==> config.mk <==
export PLATFORM = sky130hd
export DESIGN_NAME = pipe_stage_reg
export DESIGN_NICKNAME = d
export VERILOG_FILES = /design/src/rtl/pipe_stage_reg.sv
export SDC_FILE = /design/constraint.sdc
export NUM_CORES = 1
export LEC_CHECK = 0
export CELL_PAD_IN_SITES_DETAIL_PLACEMENT = 1
export CELL_PAD_IN_SITES_GLOBAL_PLACEMENT = 1
export CORE_MARGIN = 4
export CORE_UTILIZATION = 35
export DETAILED_ROUTE_END_ITERATION = 10
export GPL_TIMING_DRIVEN = 1
export PLACE_DENSITY = 0.83
export RECOVER_POWER = 100
export SETUP_SLACK_MARGIN = 0.3
export SLEW_MARGIN = 15
export SYNTH_ARGS = -nofsm -noshare
export SYNTH_HDL_FRONTEND = slang
export SYNTH_SLANG_ARGS = --single-unit
==> constraint.sdc <==
create_clock -name CLK -period 2.4 [get_ports CLK]
set_input_delay 0.24 -clock CLK [delete_from_list [all_inputs] [get_ports CLK]]
set_output_delay 0.24 -clock CLK [all_outputs]
set_load 0.02 [all_outputs]
==> src/rtl/pipe_stage_reg.sv <==
// Pipeline-stage register with valid/ready handshake, optional 2-entry skid buffer,
// synchronous flush and saturating stall/bubble counters.
module pipe_stage_reg #(
    parameter int DATA_W = 32,
    parameter int CTRL_W = 6,
    parameter int SKID   = 1,
    parameter int CNT_W  = 16
) (
    input  logic              CLK,
    input  logic              CLR,
    input  logic              FLUSH,
    input  logic              in_valid,
    output logic              in_ready,
    input  logic [DATA_W-1:0] in_data,
    input  logic [CTRL_W-1:0] in_ctrl,
    output logic              out_valid,
    input  logic              out_ready,
    output logic [DATA_W-1:0] out_data,
    output logic [CTRL_W-1:0] out_ctrl,
    output logic [CNT_W-1:0]  stall_cnt,
    output logic [CNT_W-1:0]  bubble_cnt
);
    logic              r_main_v;
    logic              r_skid_v;
    logic [DATA_W-1:0] r_main_data;
    logic [CTRL_W-1:0] r_main_ctrl;
    logic [DATA_W-1:0] r_skid_data;
    logic [CTRL_W-1:0] r_skid_ctrl;
    logic [CNT_W-1:0]  r_stall_cnt;
    logic [CNT_W-1:0]  r_bubble_cnt;

    logic              w_main_v_next;
    logic              w_skid_v_next;
    logic [DATA_W-1:0] w_main_data_next;
    logic [CTRL_W-1:0] w_main_ctrl_next;
    logic [DATA_W-1:0] w_skid_data_next;
    logic [CTRL_W-1:0] w_skid_ctrl_next;
    logic              w_in_fire;
    logic              w_out_fire;

    // With the skid buffer, in_ready is a pure register output so the
    // upstream timing path never sees out_ready.
    generate
        if (SKID != 0) begin : g_skid
            assign in_ready = !r_skid_v;
        end else begin : g_noskid
            assign in_ready = !r_main_v | out_ready;
        end
    endgenerate

    assign w_in_fire  = in_valid & in_ready & !FLUSH;
    assign w_out_fire = r_main_v & out_ready;

    always_comb begin
        w_main_v_next    = r_main_v;
        w_skid_v_next    = r_skid_v;
        w_main_data_next = r_main_data;
        w_main_ctrl_next = r_main_ctrl;
        w_skid_data_next = r_skid_data;
        w_skid_ctrl_next = r_skid_ctrl;
        if (w_out_fire) begin
            if (r_skid_v) begin
                // Older skid beat must leave before anything newer.
                w_main_data_next = r_skid_data;
                w_main_ctrl_next = r_skid_ctrl;
                w_skid_v_next    = 1'b0;
                w_skid_data_next = '0;
                w_skid_ctrl_next = '0;
            end else if (w_in_fire) begin
                w_main_data_next = in_data;
                w_main_ctrl_next = in_ctrl;
            end else begin
                w_main_v_next    = 1'b0;
                w_main_data_next = '0;
                w_main_ctrl_next = '0;
            end
        end else if (w_in_fire) begin
            if (!r_main_v) begin
                w_main_v_next    = 1'b1;
                w_main_data_next = in_data;
                w_main_ctrl_next = in_ctrl;
            end else if (SKID != 0) begin
                w_skid_v_next    = 1'b1;
                w_skid_data_next = in_data;
                w_skid_ctrl_next = in_ctrl;
            end
        end
        if (FLUSH) begin
            w_main_v_next    = 1'b0;
            w_skid_v_next    = 1'b0;
            w_main_data_next = '0;
            w_main_ctrl_next = '0;
            w_skid_data_next = '0;
            w_skid_ctrl_next = '0;
        end
    end

    always_ff @(posedge CLK) begin
        if (CLR) begin
            r_main_v     <= 1'b0;
            r_skid_v     <= 1'b0;
            r_main_data  <= '0;
            r_main_ctrl  <= '0;
            r_skid_data  <= '0;
            r_skid_ctrl  <= '0;
            r_stall_cnt  <= '0;
            r_bubble_cnt <= '0;
        end else begin
            r_main_v    <= w_main_v_next;
            r_skid_v    <= w_skid_v_next;
            r_main_data <= w_main_data_next;
            r_main_ctrl <= w_main_ctrl_next;
            r_skid_data <= w_skid_data_next;
            r_skid_ctrl <= w_skid_ctrl_next;
            if (r_main_v && !out_ready && (r_stall_cnt != '1)) begin
                r_stall_cnt <= r_stall_cnt + CNT_W'(1);
            end
            if (!r_main_v && (r_bubble_cnt != '1)) begin
                r_bubble_cnt <= r_bubble_cnt + CNT_W'(1);
            end
        end
    end

    // Invalid beats never expose stale control bits downstream.
    assign out_valid  = r_main_v;
    assign out_data   = r_main_v ? r_main_data : '0;
    assign out_ctrl   = r_main_v ? r_main_ctrl : '0;
    assign stall_cnt  = r_stall_cnt;
    assign bubble_cnt = r_bubble_cnt;
endmodule

==> summary.txt, run 1 <==
Outcome
  • Status: completed

Clocking
  • Inserted Clock Buffers: 9
  • Clk slew on worst S/H paths: 0.07 ns
  • CTS tree: yes
  • CTS Root Cell: clkbuf_16
  • Sink Count: 110
  • H-Tree Depth: 3
  • Worst-Skew Late Latency: 0.35 ns
  • CTS max path bufs: 2

Setup path
  • Bufs and invs on worst path: 2
  • Critical path's slowest cell: dlygate4sd3_1
  • Critical Path End Type: output port
  • Crit path largest cell delay: 0.68 ns
  • CP cell instances: buf_4 > and2_1 > dlygate4sd3_1
  • Crit path max-delay family: buffers and inverters
  • Worst Reg2Reg Path Length in Cells: 6
  • Crit path arrival time: 1.85 ns
  • CP Max Fanout: 14
  • WS Path Type: flop to output port
  • Worst Setup Start Kind: flop
  • Critical Path Stages: 3
  • CP Data Required Time: 2.16 ns

Floorplanning
  • Core ar.: 14530 µm²
  • Die ar.: 16830 µm²
  • Die W: 129.7 µm
  • Io pins: 115
  • Die height: 129.7 µm
  • Initial Util: 0.3568
  • Num rows: 44

Worst hold path
  • Hold Crit Depth: 2
  • HP Class: flop to flop

Detailed routing
  • WL final: 16980 µm
  • Routed Antenna Nets: 0
  • DR vias: 5200
  • DR WL/cell: 19.00 µm
  • DRT Pass-1 Iters: 5
  • Starting DRT DRC Count: 305
  • DRC violations left: 0
  • Vias per inst: 5.817

Placement
  • Placed Cells: 877
  • Port Buf Inserts: 114
  • Worst slack, placed: 0.009013 ns
  • Post-DP HPWL: 11720 µm
  • Routability cong.: 0.7967

Timing
  • Final hold vios: 0
  • Slew Viols, Final: 0
  • Sum of negative setup slack: 0 ns
  • Slew Limit Headroom: 0.3163
  • Fin crit share: 0.8691
  • Worst Tran Pin Value: 1.013 ns
  • Setup Skew: 0.003487 ns
  • Min cycle time layout: 2.086 ns
  • Final worst slack: 0.3141 ns
  • RSZ-0062 raised after global routing: true
  • Final setup fails: 0
  • Fmax: 0.4794 GHz

Layout
  • Number of fill cells: 1709
  • Nets@finish: 751
  • Layout Cells excl Fill: 894
  • Layout overhead on the synthesized area: 33.53%
  • Multi-input gate area in the final layout: 2764 µm²
  • Storage cell area: 2206 µm²
  • N_diodes: 0
  • Final Util: 0.4765
  • Share of post-route cells with drive strength above 1: 0.08169

Flow run
  • Maxcap violations: 0

Synthesis
  • Async SR Flop Fraction: 0
  • Synth area leaders: dfxtp_1 (42%), nor2_1 (6.9%), nor4b_1 (6.4%)
  • EDFF count, synth: 0
  • Syn_area_per_cell: 8.488 µm²
  • Synthesis-stage register bit count: 110
  • Register area share after synthesis: 0.4246
  • Mapped Cells: 611
  • Post-Syn Area: 5186 µm²
  • Yosys top cell area share: 0.4246
  • Synth warnings: 0
  • Syn Nets: 657
  • Post-synth cell types: 48
  • Dominant synthesized flop cell: dfxtp_1
  • Dominant cell type by area after synthesis: dfxtp_1

Global routing
  • GRT Residual Overflow: 0
  • Initial antenna violation count: 1
  • GR Util All Layers: 0.2016
  • First-pass GRT wire length: 27300 µm
  • Number of global-route vias before repair: 5453
  • Largest net degree at the start of global routing: 55

Power and ir drop
  • Pwr Density: 582.4 nW/µm²
  • VDD IR max: 457.1 µV
  • Pleak: 2.548 nW
## cell usage in the layout (no fill, tap or decap), drive strengths merged, types with 9 or more instances in the layout
cell and instances:
a211oi 42, nand2 21, nand3 12, dfxtp 110, nor2 95, clkdlybuf4s50 40
and2 38, dlygate4sd3 58, buf 22, nor2b 9, mux2 10, nor4b 38
a22oi 38, a21oi 56, or4 11, dlygate4sd2 10, clkbuf 19
## synthesized netlist by cell type (all sizes together), types with 4 or more instances
cell and number:
a211oi 42, a21oi 56, a22oi 38, a31oi 5, and2 38, buf 12, clkbuf 44, dfxtp 110
inv 8, mux2 10, nand2 21, nand3 12, nand4 4, nor2 95, nor2b 9, nor4 6
nor4b 38, o21ai 5, o31ai 8, or4 11
## path summary, 6_finish.rpt
| check | from | to | slack [ns] |
|---|---|---|---|
| min reg2reg | r_skid_data[17] | r_skid_data[17] | 0.49 |
| min | r_skid_data[17] | r_skid_data[17] | 0.49 |
| max reg2reg | bubble_cnt[0] | bubble_cnt[3] | 0.33 |
| max | out_valid | out_data[24] | 0.31 |
## timing repair
| action | CTS | global route |
|---|---|---|
| resized for setup | 13 | 9 |
| pin swaps | 0 | 1 |
| buffers inserted | 0 | 1 |
| setup endpoints to repair | 70 | 54 |
| cloned | 0 | 0 |
| hold buffers | 0 | 0 |
## cell type report
type | instances | area share
timing repair buffer | 139 | 0.1946
clock inverter | 6 | 0.01572
multi-input combinational | 437 | 0.3991
inverter | 8 | 0.004336
sequential | 110 | 0.3185
clock buffer | 10 | 0.03451
tap | 184 | 0.03324
## per-stage QoR
stage | cell area, µm² | hold WS [ns] | power, W
after floorplan | 5186 | 0.4579 | 0.002144
after global placement | 6601 | 0.4670 | 0.002318
after detailed placement | 6601 | 0.4757 | 0.002337
after CTS | 6949 | 0.4522 | 0.004082
after global routing | 6925 | 0.5181 | 0.004200
final | 6925 | 0.4924 | 0.004033
## cell families after synthesis
kind of cell               count (synthesis)  synth area share
xor gates and xnor gates                   1          0.001689
adders and majority gates                  3          0.007238
buffers and inverters                     64           0.04970
and+or+nand+nor                          254            0.2760
AOI/OAI and AO/OA                        168            0.2171
DFF                                      110            0.4246
muxes                                     11           0.02364
## worst min-delay path, delay by kind of cell (launching register included)
kind	cells	cell delay (ns)
compound gates	1	0.06
flops	1	0.33
simple gates	1	0.07
## metal layers
layer	vias to the layer above	track usage	wire, µm
met1	2591	0.2417	7321
met2	136	0.3588	8479
met5	-	0	19
li1	2447	-	-
met3	24	0.05239	914
met4	2	0.05257	248
## sequential cells by signal, summed over array words and instances (netlist names)
signal,flops
r_main_ctrl,6
stall_cnt,16
r_skid_v,1
out_valid,1
r_skid_data,32
bubble_cnt,16
r_main_data,32
r_skid_ctrl,6
## power breakdown
part | internal (W) | leakage, nW | switching (W) | total (W)
sequential | 0.00186 | 0.891 | 0.0000291 | 0.00189
clock | 0.00105 | 0.172 | 0.000693 | 0.00174
combinational | 0.000178 | 1.48 | 0.000226 | 0.000405
total | 0.00308 | 2.55 | 0.000948 | 0.00403
(Power assumes the default switching activity.)
==> run 2: changes to the inputs <==
CORE_UTILIZATION = 37   (was 35)
PLACE_DENSITY = 0.86   (was 0.83)
==> summary.txt, run 2 (synthesis gave the netlist of run 1 again) <==
Placement
  • Routability cong.: 0.8042 (+0.94%)
  • Port Buf Inserts: 114 (unchanged)
  • Post-Place Cell Area: 6584 µm² (-0.27%)
  • Post-DP HPWL: 11280 µm (-3.8%)
  • Worst slack, placed: 0.06843 ns (+0.05941 ns)

Layout
  • Fin area: 6974 µm² (+0.70%)
  • N_diodes: 0 (unchanged)
  • Share of post-route cells with drive strength above 1: 0.09591 (+0.01422)
  • Layout overhead on the synthesized area: 34.48%
  • Nets@finish: 750 (-0.13%)
  • Top Registers: r_main_data x32, r_skid_data x32
  • Storage cell area: 2206 µm² (unchanged)
  • Commonest non-fill, non-tap cell in the layout: dfxtp_1
  • Number of fill cells: 1578 (-7.7%)
  • Multi-input gate area in the final layout: 2826 µm² (+2.3%)
  • Final Util: 0.5164 (+0.03990)
  • Commonest non-fill, non-tap cells in the layout: dfxtp_1 (109), nor2_1 (94), dlygate4sd3_1 (71), a21oi_1 (56), a211oi_1 (42)

Floorplanning
  • Initial Util: 0.3840 (+0.02717)
  • Die ar.: 15970 µm² (-5.1%)
  • Core ar.: 13510 µm² (-7.1%)
  • Io pins: 115 (unchanged)
  • Num rows: 42 (-4.5%)
  • Die height: 126.4 µm (-2.6%)
  • Die W: 126.4 µm (-2.6%)

Setup path
  • WS Path Type: primary input to flop
  • Crit path arrival time: 2.33 ns (+0.48 ns)
  • Bufs and invs on worst path: 2 (unchanged)
  • CP Max Fanout: 46 (+32)
  • Critical path's slowest cell: dlygate4sd3_1
  • Critical Path End Type: flop
  • Worst Setup Start Kind: primary input
  • CP cell instances: dlygate4sd3_1 > or2_2 > clkbuf_2 > a211oi_1
  • CP Data Required Time: 2.59 ns (+0.43 ns)
  • Crit path largest cell delay: 0.61 ns (-0.07 ns)
  • Crit path max-delay family: buffers and inverters

Clocking
  • Sink Count: 110 (unchanged)
  • CTS Root Cell: clkbuf_16
  • Clk slew on worst S/H paths: 0.07 ns (about the same)
  • Worst-Skew Late Latency: 0.35 ns (about the same)
  • Inserted Clock Buffers: 9 (unchanged)
  • H-Tree Depth: 3 (unchanged)
  • CTS tree: yes
  • Hold buffer count at cts: 0 (unchanged)
  • CTS max path bufs: 2 (unchanged)

Power and ir drop
  • Pleak: 2.540 nW (-0.32%)
  • Pwr Density: 550.9 nW/µm² (-5.4%)
  • VDD IR max: 321.6 µV (-30%)

Timing
  • Min cycle time layout: 2.141 ns (+0.05480 ns)
  • Setup Skew: 0.007664 ns (+0.004177 ns)
  • RSZ-0062 raised after global routing: false
  • Slew Viols, Final: 0 (unchanged)
  • Worst Tran Pin Value: 0.9799 ns (-0.03281 ns)
  • Slew Limit Headroom: 0.3384 (+0.02215)
  • Sum of negative setup slack: 0 ns (unchanged)
  • Final setup fails: 0 (unchanged)
  • Final worst slack: 0.2593 ns (-0.05480 ns)
  • Final hold vios: 0 (unchanged)
  • Fmax: 0.4671 GHz (-2.6%)
  • Fin crit share: 0.8920 (+0.02283)

Detailed routing
  • DRT Pass-1 Iters: 5 (unchanged)
  • DR vias: 5065 (-2.6%)
  • WL final: 16460 µm (-3.1%)
  • Vias per inst: 5.723 (-1.6%)
  • Starting DRT DRC Count: 372 (+22%)
  • DR WL/cell: 18.60 µm (-2.1%)
  • DRC violations left: 0 (unchanged)
  • Routed Antenna Nets: 0 (unchanged)

Worst hold path
  • HP Class: flop to flop

Global routing
  • Initial antenna violation count: 0 (-1)
  • GRT Residual Overflow: 0 (unchanged)
  • First-pass GRT wire length: 26380 µm (-3.4%)
  • Number of global-route vias before repair: 5113 (-6.2%)
  • Largest net degree at the start of global routing: 47 (-15%)
  • GR Util All Layers: 0.1971 (-0.004472)

Outcome
  • Status: completed

Flow run
  • Maxcap violations: 0 (unchanged)
-- run 2: cell types whose count changed in the layout (fill, tap and decap cells not counted), moves of 4 or more --
cell	change
and2_0	-7
clkbuf_1	-4
nor4b_1	-11
dlygate4sd3_1	+13
dlygate4sd2_1	-9
and2_1	+7
nor4b_2	+11
-- run 2: final cells by class --
class,instances,share of cell area
clock buffers,13,0.03732
clock inverters,3,0.006100
inverters,8,0.004306
multi-input cells,437,0.4053
flip-flops and latches,110,0.3163
well taps,176,0.03158
repair buffers,138,0.1991
-- run 2: repair_timing --
item,in CTS,in global routing
resized for setup,1,17
pin swaps,0,0
cloned,0,1
buffers inserted,0,0
setup endpoints to repair,1,71
-- run 2: report_power, final --
| part | switching (W) | internal, W | total (W) |
|---|---|---|---|
| Clock | 0.000675 | 0.000867 | 0.00154 |
| Sequential | 0.0000306 | 0.00186 | 0.00189 |
| Combinational | 0.000229 | 0.000182 | 0.000410 |
| Total | 0.000934 | 0.00291 | 0.00384 |
-- run 2: stage by stage --
step | std cells | hold WS, ns | total power [W]
6_report | 885 | 0.4848 | 0.003842
4_1_cts | 884 | 0.4731 | 0.003865
5_1_grt | 885 | 0.5134 | 0.003997
2_1_floorplan | 611 | 0.4579 | 0.002144
3_3_place_gp | 868 | 0.4680 | 0.002314
3_5_place_dp | 868 | 0.4807 | 0.002335
-- run 2: worst reg2reg max path, delay by kind of cell, from the launching register on --
family / cells / cell delay, ns
flip-flops: 1 / 0.45
AO/OA/AOI/OAI: 2 / 0.47
AND/OR/NAND/NOR: 2 / 0.82
adder cells (fa/ha/maj): 1 / 0.26
-- run 2: worst paths after layout --
kind | slack (ns) | cells after the start | to | startpoint
worst max register to register | 0.34 | 5 | bubble_cnt[14] | bubble_cnt[0]
worst max-delay path | 0.26 | 4 | out_valid | FLUSH
worst min-delay path | 0.48 | 1 | stall_cnt[4] | stall_cnt[4]
worst min register to register | 0.48 | 1 | stall_cnt[4] | stall_cnt[4]
-- run 2: per-layer routing --
layer,vias up,part of all wire,global-route usage
met2,120,0.50,0.3384
met3,11,0.048,0.03531
met5,-,0,0
li1,2436,-,-
met4,0,0.012,0.05174
met1,2498,0.44,0.2557
==> run 3: changes to the inputs <==
SETUP_SLACK_MARGIN = 0.1   (was 0.3)
==> summary.txt, run 3 (synthesis gave the netlist of run 1 again) <==
Outcome
  • Status: completed

Clocking
  • Inserted Clock Buffers: 9 (unchanged)
  • CTS Root Cell: clkbuf_16
  • Post-CTS resize count: 0 (-1)
  • Sink Count: 110 (unchanged)
  • CTS max path bufs: 2 (unchanged)
  • H-Tree Depth: 3 (unchanged)
  • CTS tree: yes
  • Worst-Skew Late Latency: 0.35 ns (about the same)
  • Hold buffer count at cts: 0 (unchanged)
  • Setup bufs post-CTS: 0 (unchanged)
  • Clk slew on worst S/H paths: 0.07 ns (about the same)

Global routing
  • GR Util met2: 0.3384 (unchanged)
  • Number of global-route vias before repair: 5113 (unchanged)
  • Largest net degree at the start of global routing: 47 (unchanged)
  • First-pass GRT wire length: 26380 µm (unchanged)
  • GR Util met1: 0.2557 (unchanged)
  • Layer with the highest usage: met2
  • Met3 Usage GRT: 0.03531 (unchanged)
  • GRT Residual Overflow: 0 (unchanged)
  • GR Util All Layers: 0.1971 (unchanged)
  • Initial antenna violation count: 0 (unchanged)

Timing
  • Final hold vios: 0 (unchanged)
  • Min cycle time layout: 2.201 ns (+0.06037 ns)
  • Sum of negative setup slack: 0 ns (unchanged)
  • RSZ-0062 raised after global routing: false
  • Worst Tran Pin Value: 0.9679 ns (-0.01203 ns)
  • Slew Viols, Final: 0 (unchanged)
  • Fin crit share: 0.9171 (+0.02515)
  • Final setup fails: 0 (unchanged)
  • Setup Skew: 0.008569 ns (+0.0009052 ns)
  • Fmax: 0.4543 GHz (-2.7%)
  • Slew Limit Headroom: 0.3465 (+0.008122)
  • Final hold slack: 0.4852 ns (+0.0003880 ns)

Setup path
  • Critical path's slowest cell: or3b_2
  • CP Data Required Time: 2.64 ns (+0.05 ns)
  • CP cell instances: clkdlybuf4s50_1 > or3b_2 > clkbuf_1 > nand3_1 > clkbuf_1 > a22oi_1 > a211oi_1
  • Critical Path End Type: flop
  • CP Max Fanout: 9 (-80%)
  • Crit path largest cell delay: 0.50 ns (-0.11 ns)
  • Crit path arrival time: 2.44 ns (+0.11 ns)
  • WS Path Type: primary input to flop
  • Worst Setup Start Kind: primary input
  • Crit path max-delay family: buffers and inverters
  • Cell mode on critical path: clkbuf_1
  • Bufs and invs on worst path: 3 (+1)

Floorplanning
  • Die W: 126.4 µm (unchanged)
  • Num rows: 42 (unchanged)
  • Core ar.: 13510 µm² (unchanged)
  • Io pins: 115 (unchanged)
  • Die ar.: 15970 µm² (unchanged)
  • Die height: 126.4 µm (unchanged)
  • Initial Util: 0.3840 (unchanged)

Power and ir drop
  • Clk pwr share: 0.403 (+0.002)
  • VDD IR max: 301.2 µV (-6.4%)
  • Net Sw Frac: 0.2409 (-0.002196)
  • Switching Power: 0.0009211 W (-1.4%)
  • Combinational Power Share: 0.103 (-0.004)
  • Pleak: 2.509 nW (-1.2%)
  • Pwr Density: 558.2 nW/µm² (+1.3%)
  • Sequential cell fraction of total power: 0.494 (+0.002)
  • Pint: 0.002903 W (-0.17%)

Layout
  • Nets@finish: 749 (-0.13%)
  • Commonest non-fill, non-tap cells in the layout: dfxtp_1 (109), nor2_1 (94), dlygate4sd3_1 (70), a21oi_1 (56), clkdlybuf4s50_1 (43)
  • Layout overhead on the synthesized area: 32.11%
  • Share of post-route cells with drive strength above 1: 0.06921 (-0.02670)
  • N_diodes: 0 (unchanged)
  • Top Registers: r_main_data x32, r_skid_data x32
  • Commonest non-fill, non-tap cell in the layout: dfxtp_1

Detailed routing
  • DRT Pass-1 Iters: 4 (-1)
  • Vias per inst: 5.715 (-0.14%)
  • Starting DRT DRC Count: 320 (-14%)
  • Routed Antenna Nets: 0 (unchanged)
  • WL final: 16090 µm (-2.3%)
  • DRC violations left: 0 (unchanged)
  • DR WL/cell: 18.20 µm (-2.2%)
  • DR vias: 5052 (-0.26%)

Flow run
  • Maxcap violations: 0 (unchanged)

Placement
  • Port Buf Inserts: 114 (unchanged)
  • Post-DP HPWL: 11280 µm (unchanged)
  • Routability cong.: 0.8042 (unchanged)

Worst hold path
  • HP Class: flop to flop
## run 3: changes by cell type in the layout (fill, tap and decap cells not counted), moves of 2 or more
cell / delta
nor4b_1: +13
nor4b_2: -13
buf_4: -3
clkdlybuf4s50_1: +3
clkbuf_2: +2
## run 3: final cells by class
cell class / count / area (µm²)
Fill cell: 1581 / 6654
Multi-Input combinational cell: 437 / 2733
Clock buffer: 13 / 260.3
Sequential cell: 110 / 2203
Inverter: 8 / 30.03
Clock inverter: 3 / 42.54
Timing Repair Buffer: 137 / 1363
Tap cell: 176 / 220.2
## run 3: worst paths after layout
check | startpoint | endpoint | slack (ns) | depth (start not counted)
setup reg to reg | r_skid_v | r_main_data[20] | 0.26 | 6
hold / removal | stall_cnt[4] | stall_cnt[4] | 0.49 | 1
hold reg to reg | stall_cnt[4] | stall_cnt[4] | 0.49 | 1
setup / recovery | FLUSH | r_main_data[20] | 0.20 | 7
## run 3: layer usage
| layer | vias to the layer above | routed length (µm) |
|---|---|---|
| li1 | 2435 | - |
| met1 | 2497 | 7319 |
| met2 | 109 | 7910 |
| met3 | 11 | 665 |
| met4 | 0 | 193 |
| met5 | - | 0 |
## run 3: power groups by stage
stage | Clock (W) | Combinational (W) | Sequential [W]
after global routing | 0.00166 | 0.000433 | 0.00189
after detailed placement | 0 | 0.000403 | 0.00193
after global placement | 0 | 0.000385 | 0.00193
after CTS | 0.00157 | 0.000404 | 0.00189
final | 0.00154 | 0.000395 | 0.00189
after floorplan | 0 | 0.000215 | 0.00193
## run 3: stage by stage
stage,power (W),utilization,std cells,area [µm²],worst slack (ns)
after floorplan,0.002144,-,611,5186,0.3717
after global placement,0.002314,0.4875,868,6584,0.1533
after detailed placement,0.002335,0.4875,868,6584,0.06843
after CTS,0.003865,0.5099,884,6887,0.2934
after global routing,0.003982,0.5073,884,6852,0.07234
final,0.003824,0.5073,884,6852,0.1989
